File: src/rtl/alu_cmd_driver.sv
// Command-side initiator for the registered 4-bit ALU: buffers requests in a FIFO,
// issues them one at a time, waits out the ALU latency and returns the captured result.
module alu_cmd_driver #(
  parameter int DEPTH   = 4,
  parameter int ALU_LAT = 1
) (
  input  logic       clk,
  input  logic       rst,
  input  logic       cmd_valid,
  output logic       cmd_ready,
  input  logic [3:0] cmd_a,
  input  logic [3:0] cmd_b,
  input  logic [3:0] cmd_sel,
  output logic [3:0] alu_a,
  output logic [3:0] alu_b,
  output logic [3:0] alu_sel,
  input  logic [7:0] alu_y,
  output logic       rsp_valid,
  input  logic       rsp_ready,
  output logic [7:0] rsp_y,
  output logic [3:0] rsp_sel,
  output logic       rsp_err,
  output logic       busy,
  output logic [7:0] done_cnt
);

  localparam int AW = $clog2(DEPTH);
  localparam int PW = AW + 1;
  localparam int CW = $clog2(ALU_LAT + 1);

  typedef enum logic [1:0] {IDLE, WAIT, RESP} state_t;

  state_t        state_q, state_d;
  logic [CW-1:0] waitCnt_q, waitCnt_d;
  logic [PW-1:0] wrPtr_q, rdPtr_q;
  logic [11:0]   fifoMem_q [DEPTH];
  logic [3:0]    aluA_q, aluB_q, aluSel_q;
  logic [7:0]    rspY_q;
  logic [3:0]    rspSel_q;
  logic          rspErr_q, rspValid_q, busy_q;
  logic [7:0]    doneCnt_q;

  logic        full, empty, push, pop, capture, rspDone, divZero;
  logic [11:0] head;

  // Pointers carry an extra wrap bit: equal means empty, MSB-only difference means full.
  assign empty     = (wrPtr_q == rdPtr_q);
  assign full      = (wrPtr_q[AW] != rdPtr_q[AW]) &&
                     (wrPtr_q[AW-1:0] == rdPtr_q[AW-1:0]);
  assign cmd_ready = !full;
  assign push      = cmd_valid && !full;
  assign head      = fifoMem_q[rdPtr_q[AW-1:0]];

  // Divide or modulo by zero: the ALU result is meaningless, so it is replaced by zero.
  assign divZero = aluSel_q[3] &&
                   ((aluSel_q[2:0] == 3'b011) || (aluSel_q[2:0] == 3'b100)) &&
                   (aluB_q == 4'h0);

  always_comb begin
    state_d   = state_q;
    waitCnt_d = waitCnt_q;
    pop       = 1'b0;
    capture   = 1'b0;
    rspDone   = 1'b0;
    case (state_q)
      IDLE: begin
        if (!empty) begin
          pop       = 1'b1;
          state_d   = WAIT;
          waitCnt_d = CW'(ALU_LAT);
        end
      end
      WAIT: begin
        if (waitCnt_q == '0) begin
          capture = 1'b1;
          state_d = RESP;
        end else begin
          waitCnt_d = waitCnt_q - CW'(1);
        end
      end
      RESP: begin
        if (rspValid_q && rsp_ready) begin
          rspDone = 1'b1;
          if (!empty) begin
            pop       = 1'b1;
            state_d   = WAIT;
            waitCnt_d = CW'(ALU_LAT);
          end else begin
            state_d = IDLE;
          end
        end
      end
      default: state_d = IDLE;
    endcase
  end

  always_ff @(posedge clk) begin
    if (push) begin
      fifoMem_q[wrPtr_q[AW-1:0]] <= {cmd_a, cmd_b, cmd_sel};
    end
  end

  always_ff @(posedge clk) begin
    if (rst) begin
      state_q    <= IDLE;
      waitCnt_q  <= '0;
      wrPtr_q    <= '0;
      rdPtr_q    <= '0;
      aluA_q     <= 4'h0;
      aluB_q     <= 4'h0;
      aluSel_q   <= 4'h0;
      rspY_q     <= 8'h00;
      rspSel_q   <= 4'h0;
      rspErr_q   <= 1'b0;
      rspValid_q <= 1'b0;
      busy_q     <= 1'b0;
      doneCnt_q  <= 8'h00;
    end else begin
      state_q   <= state_d;
      waitCnt_q <= waitCnt_d;
      busy_q    <= (state_q != IDLE) || !empty;
      if (push) wrPtr_q <= wrPtr_q + PW'(1);
      if (pop) begin
        rdPtr_q  <= rdPtr_q + PW'(1);
        aluA_q   <= head[11:8];
        aluB_q   <= head[7:4];
        aluSel_q <= head[3:0];
      end
      if (capture) begin
        rspY_q     <= divZero ? 8'h00 : alu_y;
        rspSel_q   <= aluSel_q;
        rspErr_q   <= divZero;
        rspValid_q <= 1'b1;
      end else if (rspDone) begin
        rspValid_q <= 1'b0;
      end
      if (rspDone) doneCnt_q <= doneCnt_q + 8'd1;
    end
  end

  assign alu_a     = aluA_q;
  assign alu_b     = aluB_q;
  assign alu_sel   = aluSel_q;
  assign rsp_valid = rspValid_q;
  assign rsp_y     = rspY_q;
  assign rsp_sel   = rspSel_q;
  assign rsp_err   = rspErr_q;
  assign busy      = busy_q;
  assign done_cnt  = doneCnt_q;

endmodule

File: config.mk
export PLATFORM = sky130hd
export DESIGN_NAME = alu_cmd_driver
export DESIGN_NICKNAME = d
export VERILOG_FILES = /design/src/rtl/alu_cmd_driver.sv
export SDC_FILE = /design/constraint.sdc
export NUM_CORES = 1
export LEC_CHECK = 0
export ABC_AREA = 1
export ABC_CLOCK_PERIOD_IN_PS = 2200
export BUFFER_PORTS_ARGS = -buffer_cell sky130_fd_sc_hd__buf_2
export CAP_MARGIN = 20
export CORE_MARGIN = 2
export CORE_UTILIZATION = 42
export DETAILED_ROUTE_END_ITERATION = 12
export SLEW_MARGIN = 20
export SYNTH_ARGS = -nofsm -noshare
export SYNTH_HDL_FRONTEND = slang
export SYNTH_SLANG_ARGS = --single-unit
File: constraint.sdc
create_clock -name clk -period 2.2 [get_ports clk]
set_input_delay 0.11 -clock clk [delete_from_list [all_inputs] [get_ports clk]]
set_output_delay 0.11 -clock clk [all_outputs]
set_load 0.03 [all_outputs]
-- Word-level counts from Yosys, hierarchy flattened
Memory sizes are Yosys's and may differ from the RTL's. A register that Yosys moved wholly into a read port is not among the register bits.
Index checks and enable logic that the tools add are counted.
- output and inout port bits: 36
- memories kept: 1
- register bits after elaboration: 32
- memory bits (writable): 48
- equality and inequality tests: 10
- reductions and logical operators: 16
- add/subtract/negate cells: 4
- muxes and demuxes: 21
- memory list (name ; depth ; bits a word ; read ports ; clocked after Yosys merged registers in ; write ports ; RTL line ; text):
    fifoMem_q ; 4 ; 12 ; 1 ; 1 ; 1 ; 36 ; logic [11:0] fifoMem_q [DEPTH];
- operators with widths (operator ; count):
    $mux 1 ; 14
    $add 8x1->8 const B ; 1
    $mux 8 ; 1
    $add 3x1->3 const B ; 2
    $mux 2 ; 3
    $ne 2x2->1 const B ; 3
    $pmux 2 s3 ; 1
    $logic_and 1x1->1 ; 5
    $logic_not 4->1 ; 1
    $reduce_bool 2->1 ; 2
    $eq 3x2->1 const B ; 1
    $eq 3x3->1 ; 1
    $eq 3x3->1 const B ; 1
    $pmux 1 s3 ; 1
    $reduce_and 3->1 ; 1
    $reduce_bool 3->1 ; 1
    $eq 2x1->1 const B ; 1
    $eq 2x2->1 ; 1
    $eq 2x2->1 const B ; 1
    $logic_not 1->1 ; 2
    $logic_not 2->1 ; 1
    $logic_or 1x1->1 ; 2
    $pmux 1 s2 ; 1
    $reduce_and 2->1 ; 1
    other kinds (2) ; 2

-- Logic depth before layout (Yosys ltp)
- depth in word-level cells: 6
- mapped depth: 10

-- Worst setup path after synthesis
OpenSTA, ideal clock, no wires.
- path type: flip-flop to flip-flop
- start point: register rdPtr_q[0]
- end point: memory fifoMem_q[0][0] (enable)
- data required time: 1.820 ns
- slack: 0.350 ns
- clock period less this slack: 1.850 ns
- stages on the path, launching flop included: 8
- data arrival time: 1.469 ns
- path buffers: 1
- cell sequence: dfxtp_1 buf_6 inv_6 nand2_2 nand2_2 nand3_2 nand2_2 nor2_1
- word-level cells in the longest chain between the ends: 6
- RTL lines (element ; RTL line ; text):
    from (decl) ; 35 ; logic [PW-1:0] wrPtr_q, rdPtr_q;
    from (signal assigned) ; 124 ; rdPtr_q <= rdPtr_q + PW'(1);
    $eq 2x2->1 ; 49 ; (wrPtr_q[AW-1:0] == rdPtr_q[AW-1:0]);
    $logic_and 1x1->1 ; 48 ; assign full = (wrPtr_q[AW] != rdPtr_q[AW]) &&
    $logic_not 1->1 ; -- ;
    via cmd_ready ; 10 ; output logic cmd_ready,
    $logic_and 1x1->1 ; 51 ; assign push = cmd_valid && !full;
    $mux 1 ; 98 ; if (push) begin
    $mux 1 (not written as such) ; 99 ; fifoMem_q[wrPtr_q[AW-1:0]] <= {cmd_a, cmd_b, cmd_sel};
    to (decl) ; 36 ;
The timed path passes the listed nets, and every way through them passes these cells.

-- Final worst setup path
- start point: register rdPtr_q[1]
- end point: memory fifoMem_q[2][5] (enable)
- word-level cells in the longest chain between the ends: 6
- RTL lines (element ; RTL line):
    $eq 2x2->1 ; 49
    $logic_and 1x1->1 ; 48
    $logic_not 1->1 ; 51
    $logic_and 1x1->1 ; 51
    $mux 1 ; 98
    $mux 1 (not written as such) ; 99
Every way passes these cells.

==> results.txt <==
The flow ran to the end, and the final reports show no timing, DRC or antenna violations. In the synthesized netlist the async set-or-reset flop fraction comes to 0%. Summing every instance area after synthesis gives 3780 um2. STA classifies the critical path startpoint as a flop. For the pin with the worst max-slew slack, the measured transition is 780 ps. Before antenna repair, the detailed router went through 4 iterations.

The final critical path takes up 83.2% of the cycle. Across all hold checks on the routed design, the worst slack comes to 21.4 ps. The tools report the beginning of the worst register-to-register path as rdPtr_q[1]$_SDFFE_PP0P_. Via total after detailed routing: 2816. By instance count, the leading cell after synthesis is sky130_fd_sc_hd__nand2_1.

The synthesized design contains 92 register bits. Sorting the synthesized cells by area gives the leading types as sky130_fd_sc_hd__edfxtp_1 38%, sky130_fd_sc_hd__dfxtp_1 23%, sky130_fd_sc_hd__nand2_1 6.8%. At the later pin of the worst-skew pair, clock insertion delay measures 360 ps. The tools report the sum of negative setup slack as 0 ps.

In this run the power density over the cells is 1200 nW/um2. The number of top-level pins was 60; the initial antenna violation count was 0. By count the netlist is led by 69 x sky130_fd_sc_hd__nand2_1, 66 x sky130_fd_sc_hd__nor2_1, 48 x sky130_fd_sc_hd__edfxtp_1. The detail route stage leaves a number of antenna-violating nets equal to 0. The tools report the worst slew margin relative to its limit as 47.9%. The maximum net fanout on the critical path works out to 15. STA classifies the critical path endpoint as a flop. The fraction of layout instances using a drive strength above 1 was 19.8%. After global routing the overflow that remains totals 0. Number of global-route vias before repair: 2659.

TritonCTS built the clock tree. The number of nets handed over by synthesis was 427. The slowest stage of the critical path is the sky130_fd_sc_hd__dfxtp_1 cell. In the final routed layout, each cell accounts on average for 13.6 um. The run gives 0.794 as the global placement routability congestion. In this run the worst setup path begins at rdPtr_q[1]$_SDFFE_PP0P_.

Setup violations remaining at the end of the flow were counted as 0. The clock net in this run drives a total of 92 sinks. Derived from the worst setup path, the maximum achievable clock frequency is 0.546 GHz. The count of pins over their slew limit is 0. The count of cells resized by post-cts repair is 0, and the first-pass GRT wire length is 13.0 mm.

The worst hold path begins at alu_y[0]. Summing all multi-input logic gate instances after layout gives 1210 um2. Summed over all instances, the cell type with the most area after synthesis is sky130_fd_sc_hd__edfxtp_1.

The net count of the finished layout is 505. The path class of the lowest-slack min-delay path is in2reg. In the synthesized netlist the dominant register cell turns out to be sky130_fd_sc_hd__edfxtp_1. The ratio of routed vias to standard cells works out to 4.79. The clock tree root buffer cell was sky130_fd_sc_hd__clkbuf_8. The pin count of the biggest net entering global routing is 32. Yosys mapped a number of flops with a built-in enable equal to 48.

The post-detailed-routing wire length is 7.98 mm, and the worst setup skew after layout is 11.0 ps. Subtracting the final worst setup slack from the clock period gives 1830 ps. After legalization and detailed placement, the total HPWL measured 5.50 mm.

Horizontal die dimension: 98.9 um. The tools report the sequential area share after synthesis as 61.4%. The area share of the largest cell type after synthesis came out at 38.1%. The run gives 9 as the clock buffer count from CTS. Setup repair after global routing left no endpoint under its margin.

The yosys synthesis warning count is 0, and the area added between synthesis and finish is 20.6%. The run gives 0 as the number of max-capacitance violations reported. In this run the core area contains 34 standard-cell rows. For this run, the slowest stage of the critical path takes 610 ps. The die covers 9790 um2. The clock slew seen by the registers of the worst setup and hold paths works out to 90 ps. After layout, the design draws a total of 5.47 mW. The all-layer global routing usage came out at 16.9%.

The data required time at the worst endpoint is 2260 ps, and the peak supply drop is 0.528 mV. The logs give 1.93 nW for the static power due to leakage and 2320 um2 for the flip-flop and latch area. The tools report the fill cell total of the finished layout as 795.

The arrival time at the worst endpoint came out at 1890 ps. 0 antenna diodes ended up in the layout. In this design, the critical path's most frequently occurring cell is sky130_fd_sc_hd__nand2_2. After detailed routing, the number of remaining DRC violations is 0. The clock tree synthesis step divided the H-tree into 3 levels. Each instance of the synthesized netlist takes up on average 9.53 um2. In this run, the number of DRC markers left after iteration 0 of detailed routing was 128. The logs give 8720 um2 for the placeable core region and 2 for the largest buffer count on any clock path. The count of buffers added on input and output ports is 59.

The run gives 27 as the count of cell types in the netlist. The critical path goes through inv_2 > nand2_1 > nand2_2 > nand3_2 > nand2_2 > nor2_1 > buf_4. The initial core utilization was 43.4%; the post-synthesis instance total was 397.

The tools report the number of hold violations in the final report as 0. The setup path with the least slack is of type reg2reg. From bottom edge to top edge, the die measures 98.9 um.
[final timing paths]
path                                     to  slack [ps]  cells past startpoint
hold reg to reg       rsp_y[7]$_SDFFE_PP0P_         470                      2
setup reg to reg  fifoMem_q[2][5]$_DFFE_PP_         370                      7
hold / removal        rsp_y[0]$_SDFFE_PP0P_          20                      3
setup / recovery  fifoMem_q[2][5]$_DFFE_PP_         370                      7
[stage by stage]
| step | instance area [um2] | utilization, % | worst slack (ps) | instances |
|---|---|---|---|---|
| 4_1_cts | 4560 | 52.3 | 388 | 588 |
| 6_report | 4560 | 52.3 | 369 | 588 |
| 5_1_grt | 4560 | 52.3 | 214 | 588 |
| 2_1_floorplan | 3780 | - | 350 | 397 |
| 3_5_place_dp | 4150 | 47.6 | 414 | 554 |
| 3_3_place_gp | 4150 | 47.6 | 483 | 554 |
[sequential cells by signal (all words and copies together), names as in the netlist, 2 cells and up]
register	cells
fifoMem_q	48
done_cnt	8
rsp_y	8
alu_a	4
alu_b	4
alu_sel	4
rsp_sel	4
rdPtr_q	3
wrPtr_q	3
state_q	2
[critical path: cells and delay by family (launching register included)]
family,cells,cell delay [ps]
flip-flops,1,610
AND/OR/NAND/NOR,5,530
buffers and inverters,2,400
[where the power goes]
group	total [mW]	internal, mW	switching [mW]
Combinational	1.93	0.583	1.35
Sequential	2.27	2.09	0.186
Clock	1.27	0.657	0.613
Total	5.47	3.33	2.15
[logic make-up after synthesis]
logic type | Yosys count | synth area share (%)
flops | 92 | 61.4
compound gates | 70 | 9.72
buf+inv | 55 | 6.71
xor+xnor | 2 | 0.463
simple gates | 172 | 19.8
fa+ha+maj | 6 | 1.98
[routing by layer]
metal  global-route usage (%)  up-vias  part of all wire, %
met1                     23.7     1264                   49
met4                     4.85        0                 0.64
li1                         -     1469                    -
met2                     25.5       79                   45
met5                        0        -                    0
met3                     4.96        4                  5.4
[repair_timing]
item	CTS	global route
hold endpoints to repair	54	0
setup buffers	0	0
hold buffers	18	0
[layout by cell type (no fill, tap or decap), types with 3 or more instances in the layout]
cell,synthesis,final
sky130_fd_sc_hd__nand2_1,69,69
sky130_fd_sc_hd__nor2_1,66,66
sky130_fd_sc_hd__buf_2,7,59
sky130_fd_sc_hd__edfxtp_1,48,48
sky130_fd_sc_hd__dfxtp_1,44,44
sky130_fd_sc_hd__inv_1,36,36
sky130_fd_sc_hd__o21ai_0,33,33
sky130_fd_sc_hd__a21oi_1,24,24
sky130_fd_sc_hd__nand3_1,18,18
sky130_fd_sc_hd__dlygate4sd3_1,0,18
sky130_fd_sc_hd__o22ai_1,12,12
sky130_fd_sc_hd__clkbuf_8,0,9
sky130_fd_sc_hd__ha_1,6,6
sky130_fd_sc_hd__nand2_2,5,5
sky130_fd_sc_hd__buf_4,1,5
sky130_fd_sc_hd__nand4_1,4,4
sky130_fd_sc_hd__inv_2,3,3
sky130_fd_sc_hd__inv_6,1,3
sky130_fd_sc_hd__nor3_1,3,3
[area by class of cell]
cell class	count	share of cell area, %
inverters	40	3.40
repair buffers	82	11.2
multi-input cells	250	26.5
clock buffers	9	2.71
flip-flops and latches	92	50.9
clock inverters	7	2.30
well taps	108	2.96
Note: power is estimated with default switching activity, not from simulation.
